### src/rtl/rr_arbiter_4.sv
// rr_arbiter_4: four-requester round-robin arbiter; the owner keeps the grant until it releases.
// Define RR_ARBITER_HOLD_LIMIT_EN to revoke a contended grant after MAX_HOLD cycles.
module rr_arbiter_4 #(
  parameter int unsigned MAX_HOLD = 8
) (
  input  logic       clk,
  input  logic       rst,
  input  logic [3:0] req,
  output logic [3:0] gnt,
  output logic [1:0] gnt_id,
  output logic       gnt_valid
);

  typedef enum logic {S_IDLE, S_GRANT} state_t;

  state_t     state_q;
  logic [1:0] ptr_q;
  logic [1:0] gnt_id_q;
  logic       gnt_valid_q;

  logic [3:0] owner_mask;
  logic [3:0] scan_req;
  logic [1:0] win;
  logic       win_found;
  logic       hold_expired;
  logic       grant_new;
  logic       release_idle;

  if (MAX_HOLD < 2 || MAX_HOLD > 15) begin : g_bad_max_hold
    $error("rr_arbiter_4: MAX_HOLD must be within 2..15");
  end

`ifdef RR_ARBITER_HOLD_LIMIT_EN
  localparam logic [3:0] HOLD_LAST = 4'(MAX_HOLD - 1);
  logic [3:0] hold_cnt_q;
  assign hold_expired = (hold_cnt_q == HOLD_LAST);
`else
  assign hold_expired = 1'b0;
`endif

  // The owner is masked from the scan so a hold-limit revoke always picks someone else.
  always_comb begin
    owner_mask = 4'b0001 << gnt_id_q;
    scan_req   = (state_q == S_GRANT) ? (req & ~owner_mask) : req;
    win        = ptr_q;
    win_found  = 1'b0;
    for (int unsigned k = 0; k < 4; k++) begin
      if (!win_found && scan_req[2'(ptr_q + 2'(k))]) begin
        win       = 2'(ptr_q + 2'(k));
        win_found = 1'b1;
      end
    end
  end

  always_comb begin
    grant_new    = 1'b0;
    release_idle = 1'b0;
    if (state_q == S_IDLE) begin
      grant_new = win_found;
    end else if (!req[gnt_id_q]) begin
      grant_new    = win_found;
      release_idle = !win_found;
    end else begin
      grant_new = win_found && hold_expired;
    end
  end

  always_ff @(posedge clk or posedge rst) begin
    if (rst) begin
      state_q     <= S_IDLE;
      ptr_q       <= '0;
      gnt_id_q    <= '0;
      gnt_valid_q <= 1'b0;
`ifdef RR_ARBITER_HOLD_LIMIT_EN
      hold_cnt_q  <= '0;
`endif
    end else if (grant_new) begin
      state_q     <= S_GRANT;
      gnt_id_q    <= win;
      gnt_valid_q <= 1'b1;
      ptr_q       <= 2'(win + 2'd1);
`ifdef RR_ARBITER_HOLD_LIMIT_EN
      hold_cnt_q  <= '0;
`endif
    end else if (release_idle) begin
      state_q     <= S_IDLE;
      gnt_valid_q <= 1'b0;
    end else if (state_q == S_GRANT) begin
`ifdef RR_ARBITER_HOLD_LIMIT_EN
      if (!hold_expired) begin
        hold_cnt_q <= hold_cnt_q + 4'd1;
      end
`endif
    end
  end

  assign gnt       = gnt_valid_q ? 4'(4'b0001 << gnt_id_q) : '0;
  assign gnt_id    = gnt_id_q;
  assign gnt_valid = gnt_valid_q;

endmodule

### config.mk
export PLATFORM = sky130hd
export DESIGN_NAME = rr_arbiter_4
export DESIGN_NICKNAME = d
export VERILOG_FILES = /design/src/rtl/rr_arbiter_4.sv
export SDC_FILE = /design/constraint.sdc
export NUM_CORES = 1
export LEC_CHECK = 0
export ABC_AREA = 1
export CAP_MARGIN = 25
export CORE_AREA = 3 3 40 42
export CTS_CLUSTER_SIZE = 10
export DETAILED_ROUTE_END_ITERATION = 8
export DIE_AREA = 0 0 43 45
export PLACE_DENSITY_LB_ADDON = 0.25
export SYNTH_ARGS = -nofsm -noshare
export SYNTH_HDL_FRONTEND = slang
export SYNTH_SLANG_ARGS = --single-unit
### constraint.sdc
create_clock -name clk -period 4.26 [get_ports clk]
set_input_delay 0.639 -clock clk [delete_from_list [all_inputs] [get_ports clk]]
set_output_delay 0.639 -clock clk [all_outputs]
set_load 0.1 [all_outputs]
# After elaboration in Yosys (flattened, before gate mapping)
# Index checks and enable logic that the tools add are counted.
dict set report word_totals {
  reg_bits 5
  output_inout_bits 7
  elab_cells 48
}
dict set report op_classes {
  n_addsub 4
  magnitude_cmp 5
  shifts 1
  n_mux 25
  bitwise_logic 2
  n_reduce_logical 8
}
# op n
set op_table {}
lappend op_table {{< comparator 2 x 3 -> 1 bit (second input constant)} 5}
lappend op_table {{2-to-1 mux 1 bit} 15}
lappend op_table {{binary-select mux 1 bit (select 2 bit)} 5}
lappend op_table {{2-to-1 mux 4 bit} 2}
lappend op_table {{2-to-1 mux 2 bit} 3}
lappend op_table {{adder 2 x 1 -> 2 bit (second input constant)} 2}
lappend op_table {{adder 2 bit (second input constant)} 2}
lappend op_table {{bitwise AND 4 bit} 1}
lappend op_table {{logical NOT 1 bit} 4}
lappend op_table {{inverter 4 bit} 1}
lappend op_table {{left shift 1 x 2 -> 4 bit (first input constant)} 1}
lappend op_table {{logical AND 1 bit} 3}
lappend op_table {{nonzero test 2 bit} 1}

# Depth between registers and ports, before layout
# Gate-level depths: netlist of run 1.
dict set report depth {
  word_depth 21
  depth_mapped 15
}

# Least setup slack after synthesis of run 1
# Ideal clock, no wire load.
dict set report synth_timing {
  path_kind {reg-to-output}
  from {reg gnt_id_q[1] (netlist: gnt_id[1])}
  to {out gnt[2]}
  t_arrival_ns 1.938
  setup_slack_ns 1.683
  path_stages_with_launch 3
  path_buffers 0
  cell_sequence {dfrtp_1 > nand3_1 > inv_1}
}
dict set report synth_via {
  elab_chain_len 2
}
# element line_no
set synth_rtl {}
lappend synth_rtl {{from (decl)} 18} ;# logic [1:0] gnt_id_q;
lappend synth_rtl {{from (signal assigned)} 79} ;# gnt_id_q <= win;
lappend synth_rtl {{left shift 1 x 2 -> 4 bit} 97} ;# assign gnt = gnt_valid_q ? 4'(4'b0001 << gnt_id_q) : '0;
lappend synth_rtl {{2-to-1 mux 4 bit} 97}
lappend synth_rtl {{to (decl)} 9} ;# output logic [3:0] gnt,
# Every way passes these cells.

# Final worst setup path of run 1
dict set report layout_timing {
  from {reg gnt_id_q[0] (netlist: gnt_id[0])}
  to {out gnt[2]}
}
# The elaborated chain is that of the path after synthesis.

==> out/metrics.cfg, run 1 <==
[setup_path]
r2r_start = ptr_q[0]$_DFFE_PP0P_
path_max_fanout = 9
worst-setup-path-type = reg -> out
cp_data_arrival_time_ns = 2.15
cp_num_buf_inv = 3
cp_slowest_stage_delay_ns = 1.12
path_delay_family = buffers and inverters
cp_common_cell = inv_1
reg2reg_depth = 8
crit_path_end_kind = output port
critPathSlowestCell = clkdlybuf4s50_1
ff2ff_setup_slack_ns = 2.45
worstPathRequired_ns = 3.62
crit_path_start_kind = flop
crit_chain = inv_1 -> nand3_1 -> inv_1 -> clkdlybuf4s50_1
worstReg2RegEnd = ptr_q[0]$_DFFE_PP0P_

[clock_network]
cts_num_sinks = 5
cts_max_level = 1
clk_latency_ns = 0.24
numCtsBuffers = 3
cts_resized = 0
clockRootBuffer = clkbuf_4
clkTransAtPathRegs_ns = 0.04
ctsHoldBuffers = 0
cts_tree = done
post-cts-setup-buffer-count = 0
clk_path_buf_depth = 2

[logic_synthesis]
synth_nets = 101
yosys.area_share.adder = 0
synthXorXnorAreaFrac = 0.0255
synthCells = 95
avgSynthCellArea_um2 = 6.72
synthSimpleGateAreaFrac = 0.576
ys.flop_type = dfrtp_1
netlist-cell-type-count = 22
synth_edf_count = 0
muxShareOfSynthArea = 0
netlist_area_um2 = 638
synth_top_family_by_area = simple AND/OR/NAND/NOR gates
synth_top_area_share = 0.196
synth_compound_gate_area_share = 0.0902
ys_ff_latch = 5
synth-async-reset-ratio = 1.00
ys_warn_count = 0
ys_seq_area_frac = 0.196
synth_top_area_cell = dfrtp_1
synth.top_cells.by_area = dfrtp_1 20%, nand2_1 19%, nand3_2 16%, nand3_1 11%, inv_1 5.3%

[finish]
nets = 115
diodes = 0
drive_above_1_share = 0.241
final_common_cell = nand2_1
final_cell_mix = 32 x nand2_1, 14 x nand3_1, 12 x clkdlybuf4s50_1
layout-area-overhead-vs-synth_pct = 21.2

[timing]
skew_ns = 0.0000469
slew_violations = 0
relSlewSlack = 0.353
period_needed_ns = 2.79
worst_slew_pin_slew_ns = 0.967
setup_viol = 0
final.period_utilization = 0.654
hold_viol = 0
max_freq_ghz = 0.359
rsz0062_at_grt = no
hold-worst-slack_ns = 0.603
tns_ns = 0

[placed_design]
port-buffer-count = 12
dpl.hpwl_um = 1150
gp_congestion = 0.783

[global_route]
grt_pass1_vias = 583
antenna_found_initial = 0
grtUsageTotal = 0.158
busiest_layer = met2
grt.met2_usage = 0.287
grt_max_degree = 10
gr-usage-met1 = 0.174
grt_use_met3 = 0.0359
global_route.overflow_total = 0
grt_first_pass_wirelength_um = 2360

[route]
drtAntennaViolNets = 0
drt_iter0_markers = 7
dr.pass1.iters = 4
wl_per_cell_um = 11.0
vias = 624
via_per_inst = 5.07
route.detailed.drc = 0
drt_wl_total_um = 1350

[floorplan]
dieArea_um2 = 1940
dieHeight_um = 45
die_x_um = 43
design.core.area_um2 = 1280
pin_count = 13
start_util = 0.497
row_count = 13

[flow_run]
cap_violations = 0

[min_path]
hold_class = in -> async

[outcome]
outcome = finished clean

[metal layers]
| layer | wire length [µm] | vias up |
|---|---|---|
| met5 | 0 | - |
| met4 | 27 | 0 |
| met3 | 69 | 4 |
| met2 | 646 | 17 |
| met1 | 608 | 265 |
| li1 | - | 338 |
[cells in the mapped netlist (2+ instances only)]
cell type and n:
buf_6 2, dfrtp_1 5, inv_1 9, inv_2 2
nand2_1 32, nand2_2 5, nand3_1 14, nand3_2 10
nor2_1 3
[flip-flops by register name (all words and copies together), names as in the netlist]
| name | cells |
|---|---|
| gnt_id | 2 |
| ptr_q | 2 |
| gnt_valid | 1 |
[worst register-to-register path, stage by stage, from the launching register on]
cell and delay [ns]:
dfrtp_1 0.55, inv_1 0.18, nand3_1 0.17, nand3_1 0.08, nand2_1 0.13, nand3_2 0.12
o21ai_4 0.23, a21oi_2 0.08, a21o_1 0.16
[area by class of cell]
| class | instances | area, µm² |
|---|---|---|
| flip-flops and latches | 5 | 125 |
| multi-input cells | 76 | 442 |
| well taps | 15 | 18.8 |
| clock buffers | 4 | 26.3 |
| fillers | 124 | 512 |
| inverters | 11 | 41.3 |
| repair buffers | 12 | 120 |
[cells by family after synthesis]
logic type	count (synthesis)
AND/OR/NAND/NOR	68
XOR/XNOR	1
flip-flops	5
buffers and inverters	14
AO/OA/AOI/OAI	7
[how the worst max path moves through the flow]
stage,start,to,slack (ns),depth (start not counted)
after global placement,gnt_id[0]$_DFFE_PP0P_,gnt[2],1.75,4
after global routing,gnt_id[0]$_DFFE_PP0P_,gnt[2],1.37,4
after CTS,gnt_id[0]$_DFFE_PP0P_,gnt[2],1.46,4
final,gnt_id[0]$_DFFE_PP0P_,gnt[2],1.47,4
after detailed placement,gnt_id[0]$_DFFE_PP0P_,gnt[2],1.72,4
after floorplan,gnt_id[1]$_DFFE_PP0P_,gnt[2],1.68,2
[per-stage QoR]
step | setup WS (ns) | util | cell area, µm² | instances
2_1_floorplan | 1.68 | - | 638 | 95
3_3_place_gp | 1.75 | 0.581 | 747 | 119
3_5_place_dp | 1.72 | 0.581 | 747 | 119
4_1_cts | 1.46 | 0.602 | 773 | 123
5_1_grt | 1.37 | 0.602 | 773 | 123
6_report | 1.47 | 0.602 | 773 | 123
Power of run 1 is not shown: default switching activity piles up to over one toggle a cycle in this logic, so the estimate is an artifact.
==> run 2: changes to the inputs <==
- CORE_AREA: 3 3 40 42 -> not set
- CORE_MARGIN: not set -> 3
- CORE_UTILIZATION: not set -> 49
- DIE_AREA: 0 0 43 45 -> not set
- clock period: 4.26 -> 2.6 ns (I/O delays scaled with it)
==> run 2 against run 1 <==
Net effect:
- core utilization grew 5.1 points
- global-route usage grew 1.6 points
- via count down 1.3%
- critical path depth rose by 4
- worst setup slack got worse by 0.71 ns
- flip-flop and latch count did not move
- die area shrank 8.5%
- design area fell by 2.4%
- first-iteration DRC count increased by 57%
- hold slack got worse by 0.27 ns
- count of clock-buffer cells in the layout is the same
- sequential share of layout area rose by 0.40 points
- largest cell class unchanged
==> out/metrics.cfg, run 2 (synthesized netlist as in run 1, its figures left out) <==
[floorplan]
pin_count = 13  ; unchanged
die_x_um = 42.1  ; was 43 µm
dieHeight_um = 42.1  ; was 45 µm
dieArea_um2 = 1770  ; was 1940 µm²
start_util = 0.552  ; was 0.497
design.core.area_um2 = 1160  ; was 1280 µm²
row_count = 12  ; was 13

[setup_path]
cp_slowest_stage_delay_ns = 0.56  ; was 1.12 ns
r2r_start = ptr_q[0]$_DFFE_PP0P_  ; unchanged
worst-setup-path-type = reg -> reg  ; was reg -> out
reg2reg_depth = 8  ; unchanged
cp_num_buf_inv = 1  ; was 3
cp_data_arrival_time_ns = 1.97  ; was 2.15 ns
ff2ff_setup_slack_ns = 0.76  ; was 2.45 ns
path_delay_family = flip-flops  ; was buffers and inverters
crit_chain = inv_1 -> nand3_1 -> nand3_2 -> nand2_4 -> nand3_2 -> o21ai_4 -> a21oi_2 -> a21o_1  ; was inv_1 -> nand3_1 -> inv_1 -> clkdlybuf4s50_1
critPathSlowestCell = dfrtp_1  ; was clkdlybuf4s50_1
crit_path_end_kind = flop  ; was output port
worstPathRequired_ns = 2.73  ; was 3.62 ns
crit_path_start_kind = flop  ; unchanged
path_max_fanout = 9  ; unchanged
cp_common_cell = nand3_2  ; was inv_1
worstReg2RegEnd = ptr_q[0]$_DFFE_PP0P_  ; unchanged

[global_route]
grtUsageTotal = 0.174  ; was 0.158
global_route.overflow_total = 0  ; unchanged
grt_first_pass_wirelength_um = 2370  ; was 2360 µm
grt_pass1_vias = 577  ; was 583
grt_max_degree = 10  ; unchanged
antenna_found_initial = 0  ; unchanged

[flow_run]
cap_violations = 0  ; unchanged

[timing]
setup_viol = 0  ; unchanged
max_freq_ghz = 0.544
final.period_utilization = 0.708
slew_violations = 0  ; unchanged
hold-worst-slack_ns = 0.336  ; was 0.603 ns
tns_ns = 0  ; unchanged
rsz0062_at_grt = no  ; unchanged
skew_ns = 0.00913  ; was 0.0000469 ns
worst_slack_ns = 0.760  ; was 1.47 ns
relSlewSlack = 0.664  ; was 0.353
hold_viol = 0  ; unchanged
worst_slew_pin_slew_ns = 0.497  ; was 0.967 ns
period_needed_ns = 1.84

[finish]
final_cell_mix = 32 x nand2_1, 14 x nand3_1, 10 x nand3_2  ; was 32 x nand2_1, 14 x nand3_1, 12 x clkdlybuf4s50_1
final_common_cell = nand2_1  ; unchanged
drive_above_1_share = 0.306  ; was 0.241
nets = 115  ; unchanged
diodes = 0  ; unchanged
layout-area-overhead-vs-synth_pct = 18.2  ; was 21.2%

[min_path]
hold_class = in -> async  ; unchanged

[clock_network]
cts_resized = 0  ; unchanged
cts_max_level = 1  ; unchanged
post-cts-setup-buffer-count = 0  ; unchanged
cts_tree = done  ; unchanged
numCtsBuffers = 3  ; unchanged
cts_num_sinks = 5  ; unchanged
clk_latency_ns = 0.25  ; was 0.24 ns
ctsHoldBuffers = 0  ; unchanged
clockRootBuffer = clkbuf_4  ; unchanged
clkTransAtPathRegs_ns = 0.05  ; was 0.04 ns
clk_path_buf_depth = 2  ; unchanged

[route]
wl_per_cell_um = 11.5  ; was 11.0 µm
drt_wl_total_um = 1400  ; was 1350 µm
drt_iter0_markers = 11  ; was 7
vias = 616  ; was 624
drtAntennaViolNets = 0  ; unchanged
via_per_inst = 5.05  ; was 5.07
route.detailed.drc = 0  ; unchanged
dr.pass1.iters = 4  ; unchanged

[placed_design]
pre_cts_ws_ns = 0.631  ; was 1.72 ns
dpl.hpwl_um = 1100  ; was 1150 µm
gp_congestion = 0.902  ; was 0.783
port-buffer-count = 12  ; unchanged

[outcome]
outcome = finished clean  ; unchanged

run 2: cell count changes in the layout (fill, tap and decap cells not counted):
cell,delta
buf_4,+7
clkdlybuf4s50_1,-7
run 2: worst max path at each step:
| stage | start | to | slack, ns | cells after the start |
|---|---|---|---|---|
| 6_report | ptr_q[0]$_DFFE_PP0P_ | ptr_q[0]$_DFFE_PP0P_ | 0.76 | 8 |
| 2_1_floorplan | gnt_id[1]$_DFFE_PP0P_ | gnt[2] | 0.27 | 2 |
| 3_3_place_gp | req[2] | ptr_q[0]$_DFFE_PP0P_ | 0.64 | 9 |
| 3_5_place_dp | req[2] | ptr_q[0]$_DFFE_PP0P_ | 0.63 | 9 |
| 5_1_grt | gnt_id[0]$_DFFE_PP0P_ | ptr_q[1]$_DFFE_PP0P_ | 0.60 | 12 |
| 4_1_cts | ptr_q[0]$_DFFE_PP0P_ | ptr_q[0]$_DFFE_PP0P_ | 0.77 | 8 |
run 2: per-stage QoR:
step                      instances  cell area (µm²)   util
after floorplan                  95              638      -
after global placement          118              728  0.630
after detailed placement        118              728  0.630
after CTS                       122              754  0.653
after global routing            122              754  0.653
final                           122              754  0.653
run 2: per-layer routing:
metal	track usage	part of all wire
met1	0.201	0.49
met3	0.0515	0.053
met4	0.0745	0.011
met5	0	0
met2	0.296	0.45
run 2: area by class of cell:
| class | instances | area, µm² |
|---|---|---|
| multi-input cells | 76 | 442 |
| fillers | 104 | 402 |
| flip-flops and latches | 5 | 125 |
| repair buffers | 12 | 103 |
| inverters | 11 | 41.3 |
| clock buffers | 4 | 26.3 |
| well taps | 14 | 17.5 |
Power of run 2 is left out for the same reason.
